$ cat src/rtl/wb_stage_buf.sv
// M->W write-back stage: 2-entry skid buffer with WD select at capture,
// GRF write port, W-stage forwarding bus and a retired-instruction counter.
module wb_stage_buf #(
  parameter int DW       = 32,
  parameter int AW       = 5,
  parameter int SELW     = 2,
  parameter int N_SRC    = 4,
  parameter int LINK_OFF = 8,
  parameter int CNT_W    = 32
) (
  input  logic             clk,
  input  logic             reset,
  input  logic             req,
  input  logic             m_valid,
  output logic             m_ready,
  input  logic [SELW-1:0]  m_wdsel,
  input  logic [DW-1:0]    m_memory,
  input  logic [DW-1:0]    m_result,
  input  logic [DW-1:0]    m_pc,
  input  logic [DW-1:0]    m_md,
  input  logic [DW-1:0]    m_op,
  input  logic [AW-1:0]    m_a3,
  input  logic             m_regwrite,
  input  logic             w_ready,
  output logic             w_valid,
  output logic [DW-1:0]    w_wd,
  output logic [AW-1:0]    w_a3,
  output logic             w_regwrite,
  output logic [DW-1:0]    w_pc,
  output logic [DW-1:0]    w_op,
  output logic [DW-1:0]    fwd_data,
  output logic [AW-1:0]    fwd_a3,
  output logic [CNT_W-1:0] retire_cnt
);

  typedef struct packed {
    logic [DW-1:0] wd;
    logic [AW-1:0] a3;
    logic          rw;
    logic [DW-1:0] pc;
    logic [DW-1:0] op;
  } ent_t;

  typedef enum logic [1:0] {
    EMPTY,
    ONE,
    FULL
  } occ_t;

  occ_t          st, st_n;
  ent_t          head, skid, cap;
  logic [DW-1:0] sel_wd;
  logic          push, pop, h_v;
  logic          ld_head, ld_skid, mv;

  always_comb begin
    sel_wd = '0;
    if (32'(m_wdsel) < N_SRC) begin
      unique case (m_wdsel)
        SELW'(0): sel_wd = m_memory;
        SELW'(1): sel_wd = m_result;
        SELW'(2): sel_wd = m_pc + DW'(LINK_OFF);
        SELW'(3): sel_wd = m_md;
        default:  sel_wd = '0;
      endcase
    end
  end

  always_comb begin
    cap    = '0;
    cap.wd = sel_wd;
    cap.a3 = m_a3;
    cap.rw = m_regwrite;
    cap.pc = m_pc;
    cap.op = m_op;
  end

  assign h_v     = (st != EMPTY);
  assign m_ready = (st != FULL);
  assign push    = m_valid & m_ready;
  assign pop     = h_v & w_ready;

  always_comb begin
    st_n    = st;
    ld_head = 1'b0;
    ld_skid = 1'b0;
    mv      = 1'b0;
    if (req) begin
      st_n = EMPTY;
    end else begin
      unique case (st)
        EMPTY: begin
          if (push) begin
            st_n    = ONE;
            ld_head = 1'b1;
          end
        end
        ONE: begin
          if (push && pop) begin
            ld_head = 1'b1;
          end else if (push) begin
            st_n    = FULL;
            ld_skid = 1'b1;
          end else if (pop) begin
            st_n = EMPTY;
          end
        end
        FULL: begin
          if (pop) begin
            st_n = ONE;
            mv   = 1'b1;
          end
        end
        default: st_n = EMPTY;
      endcase
    end
  end

  always_ff @(posedge clk or negedge reset) begin
    if (!reset) begin
      st         <= EMPTY;
      head       <= '0;
      skid       <= '0;
      retire_cnt <= '0;
    end else begin
      st <= st_n;
      if (ld_head) head <= cap;
      else if (mv) head <= skid;
      if (ld_skid) skid <= cap;
      if (pop && !req) retire_cnt <= retire_cnt + CNT_W'(1);
    end
  end

  assign w_valid    = h_v;
  assign w_wd       = head.wd;
  assign w_a3       = head.a3;
  assign w_pc       = head.pc;
  assign w_op       = head.op;
  assign w_regwrite = h_v & head.rw & (head.a3 != '0);
  assign fwd_data   = head.wd;
  assign fwd_a3     = w_regwrite ? head.a3 : '0;

endmodule

$ cat config.mk
export PLATFORM = sky130hd
export DESIGN_NAME = wb_stage_buf
export DESIGN_NICKNAME = d
export VERILOG_FILES = /design/src/rtl/wb_stage_buf.sv
export SDC_FILE = /design/constraint.sdc
export NUM_CORES = 1
export LEC_CHECK = 0
export BUFFER_PORTS_ARGS = -buffer_cell sky130_fd_sc_hd__buf_2
export CAP_MARGIN = 40
export CORE_AREA = 2 2 165 167
export CTS_CLUSTER_DIAMETER = 80
export CTS_CLUSTER_SIZE = 30
export DETAILED_ROUTE_END_ITERATION = 8
export DIE_AREA = 0 0 167 169
export PLACE_DENSITY = 0.88
export SYNTH_ARGS = -nofsm -noshare
export SYNTH_HDL_FRONTEND = slang
export SYNTH_SLANG_ARGS = --single-unit
$ cat constraint.sdc
create_clock -name clk -period 1.7 [get_ports clk]
set_input_delay 0.34 -clock clk [delete_from_list [all_inputs] [get_ports clk]]
set_output_delay 0.34 -clock clk [all_outputs]
set_load 0.005 [all_outputs]
==> metrics <==
initial antenna violation count=3; Setup crit start kind=register; Final nets=1,893; #FFs+latches synth=238; layout cell share with drive strength beyond 1=57.9%; Crit path depth=3; max_cap viols=0; layout overhead on the synthesized area=51.7%; Max rail drop VDD=959 uV; CP max stage delay=0.53 ns; hold worst-path end=skid[20]; Leak Pwr=0.00966 uW; pin count of the biggest net entering global routing=58; # clock sinks=238; EDFF count, synth=0; worst path cell trace=or4_4 -> o21a_1 -> buf_2; Die Height=169 um; clock root buffer=clkbuf_16; die area=28,200 um2; final worst-path cycle share=122%; WP buf/inv=1; pre-CTS WS=-0.360 ns; pwr dens=881 nW/um2; Setup Crit Path Kind=register to output pin; Placed Area=14,700 um2; htree depth=1; Syn Area/Cell=9.55 um2; R2R cell count=9; Final Hold Viols=0; Crit Reg-Reg Startpoint=st[1]; DRT Pass-1 Iters=5; Die Wd=167 um; Hold Startpoint=m_op[20]; Critical Path Sink Type=output pin; Starting Density=47.2%; post-route setup slack=-0.374 ns; Worst-path clk slew=0.12 ns; Crit path max-delay family=simple AND/OR/NAND/NOR gates; maximum clock path buffer count=3; Worst EP arrival=1.73 ns; Setup-failing EPs final=195; routability cong.=0.978; RSZ-0062 raised after global routing=true; Synth Net Count=1,485; CTS tree=yes; Non-Filler Cell Area, Final=19,000 um2; r2r endpoint=skid[63]; fill count=1,608; number of global-route vias before repair=12,200; CTS buffer count=14; CP required=1.36 ns; worst hold path type=primary input to register; Post-DRT Antenna Nets=0; DRC Markers=0; Port Buffers=345; Final Max Tran Viols=0; crit path time final=2.07 ns; Total Power=16,700 uW; Post-Route WL=52,200 um; core area=26,500 um2; status=finished with violations; detailed-route via count=12,600; failing checks=negative setup slack; Hold Crit Depth=3; total gr overflow=0; worst-margin pin slew=0.641 ns; Main synth FF type=dfrtp_1; I/O Pins=346; Site Rows=60; global-route wire length before repair=68,800 um; drt initial violations=1,289; Mapped Cells=1,310; register area share after synthesis=47.6%; Slew headroom=57.3%; crit-path max FO=2; final core occ=71.7%; Slowest-stage cell, CP=or4_4; Worst Skew=0.0358 ns; Netlist Area Pre-Place=12,500 um2; Vias/cell=6.09; count of different cell masters after synthesis=59; post-DP HPWL=28,200 um; Worst-Skew Late Latency=0.52 ns; fmax=482 MHz; ys async rst share=100%; routed length per placed instance=25.2 um; R2R setup slack=-0.20 ns; Ys Warns=0; Total GRT Usage=31.2%
area by class of cell:
| class | instances | area (um2) | area share (%) |
|---|---|---|---|
| clock inverters | 9 | 114 | 0.600 |
| multi-input cells | 863 | 6970 | 36.7 |
| diodes | 1 | 2.50 | 0.0132 |
| clock buffers | 15 | 375 | 1.98 |
| inverters | 8 | 30.0 | 0.158 |
| repair buffers | 593 | 5110 | 26.9 |
| well taps | 341 | 427 | 2.25 |
| flip-flops and latches | 238 | 5960 | 31.4 |
flip-flops by register name, summed over array words and instances, names as in the netlist:
signal	flops
retire_cnt	32
fwd_data	32
w_pc	32
st	2
w_a3	5
w_op	32
skid	102
head	1
synth_stat cells, drive strengths merged (8+ instances only):
master / instances / area share [%]
nor3: 12 / 0.52
inv: 8 / 0.24
mux4: 12 / 2.2
mux2: 10 / 0.90
clkbuf: 33 / 0.99
a21oi: 16 / 0.64
a22oi: 8 / 0.48
and2: 14 / 0.70
mux2i: 90 / 7.2
nand4: 21 / 1.5
o21ai: 102 / 4.1
nand2: 356 / 11
nor2: 52 / 1.6
a22o: 10 / 0.70
nand3: 18 / 0.82
xor2: 16 / 1.1
buf: 172 / 9.6
a221o: 9 / 0.72
xnor2: 37 / 2.6
dfrtp: 238 / 48
worst max-delay path by stage:
| stage | startpoint | endpoint | slack, ns |
|---|---|---|---|
| after global routing | w_a3[2] | w_regwrite | -0.42 |
| final | w_a3[2] | w_regwrite | -0.37 |
| after CTS | w_a3[2] | w_regwrite | -0.37 |
| after floorplan | m_pc[12] | skid[87] | -0.15 |
| after detailed placement | m_pc[12] | skid[87] | -0.36 |
| after global placement | m_pc[4] | skid[87] | -0.30 |
power by group:
part	switching (uW)	internal, uW	leakage (uW)	total (uW)
clock	2270	1740	0.000238	4010
sequential	1180	6800	0.00300	7980
combinational	2360	2390	0.00642	4750
worst reg2reg max path, stage by stage (launching register included):
cell       delay, ns
dfrtp_2         0.45
or3b_4          0.44
buf_6           0.14
nor2_4          0.10
buf_12          0.14
buf_12          0.16
buf_8           0.12
clkbuf_16       0.17
nand2_2         0.05
nand2_1         0.07
cells by family (layout without fill, tap and decap cells):
logic type,after synthesis,after routing,share of synthesized area (%)
AOI/OAI and AO/OA,184,184,9.08
xor gates and xnor gates,53,53,3.71
DFF,238,238,47.6
buffers and inverters,213,625,10.8
adders and majority gates,2,2,0.200
and+or+nand+nor,508,512,18.3
muxes,112,112,10.3
other,0,1,0
layer usage:
metal  GRT usage (%)  vias to the layer above  share of wire (%)
met5               0                        -              0.044
met4            13.5                        4                6.8
met3            6.97                      290                 10
met2            52.1                      969                 47
met1            39.0                     6180                 36
li1                -                     5145                  -
what timing repair did:
item                                    4_1_cts  5_1_grt
buffers inserted                             53       25
pin swaps                                   109      184
hold buffers                                  1        0
gates cloned                                 30       27
endpoints found under the setup margin      199      226
hold endpoints to repair                     36        0
gates resized for setup                     281      386
metrics by stage:
stage / setup TNS (ns) / hold slack [ns] / cells
after global placement: -16.62 / 0.291 / 1935
after global routing: -26.60 / 0.0369 / 2068
after detailed placement: -23.19 / 0.295 / 1935
after CTS: -17.65 / 0.0323 / 2039
final: -19.88 / 0.0460 / 2068
after floorplan: -1.65 / 0.0444 / 1310
layout by cell type (no fill, tap or decap), drive strengths merged, types with 2 or more instances in the layout:
cell     Yosys  routed
buf        172     570
nand2      356     358
dfrtp      238     238
o21ai      102     102
mux2i       90      90
nor2        52      52
xnor2       37      37
clkbuf      33      37
nand4       21      21
nand3       18      18
xor2        16      16
a21oi       16      16
and2        14      14
mux4        12      12
nor3        12      12
inv          8      12
a22o        10      10
mux2        10      10
a221o        9       9
a22oi        8       8
o2bb2ai      7       7
nor4         7       7
a211oi       6       6
o22ai        6       6
and4         6       6
nor2b        6       6
and3         5       5
clkinv       0       5
a21o         4       4
nand2b       4       4
or2          2       4
a221oi       3       3
o221ai       3       3
o22a         2       2
a211o        2       2
o21a         2       2
o31ai        2       2
or4          2       2
ha           2       2
Power figures use the tool's default switching activity.
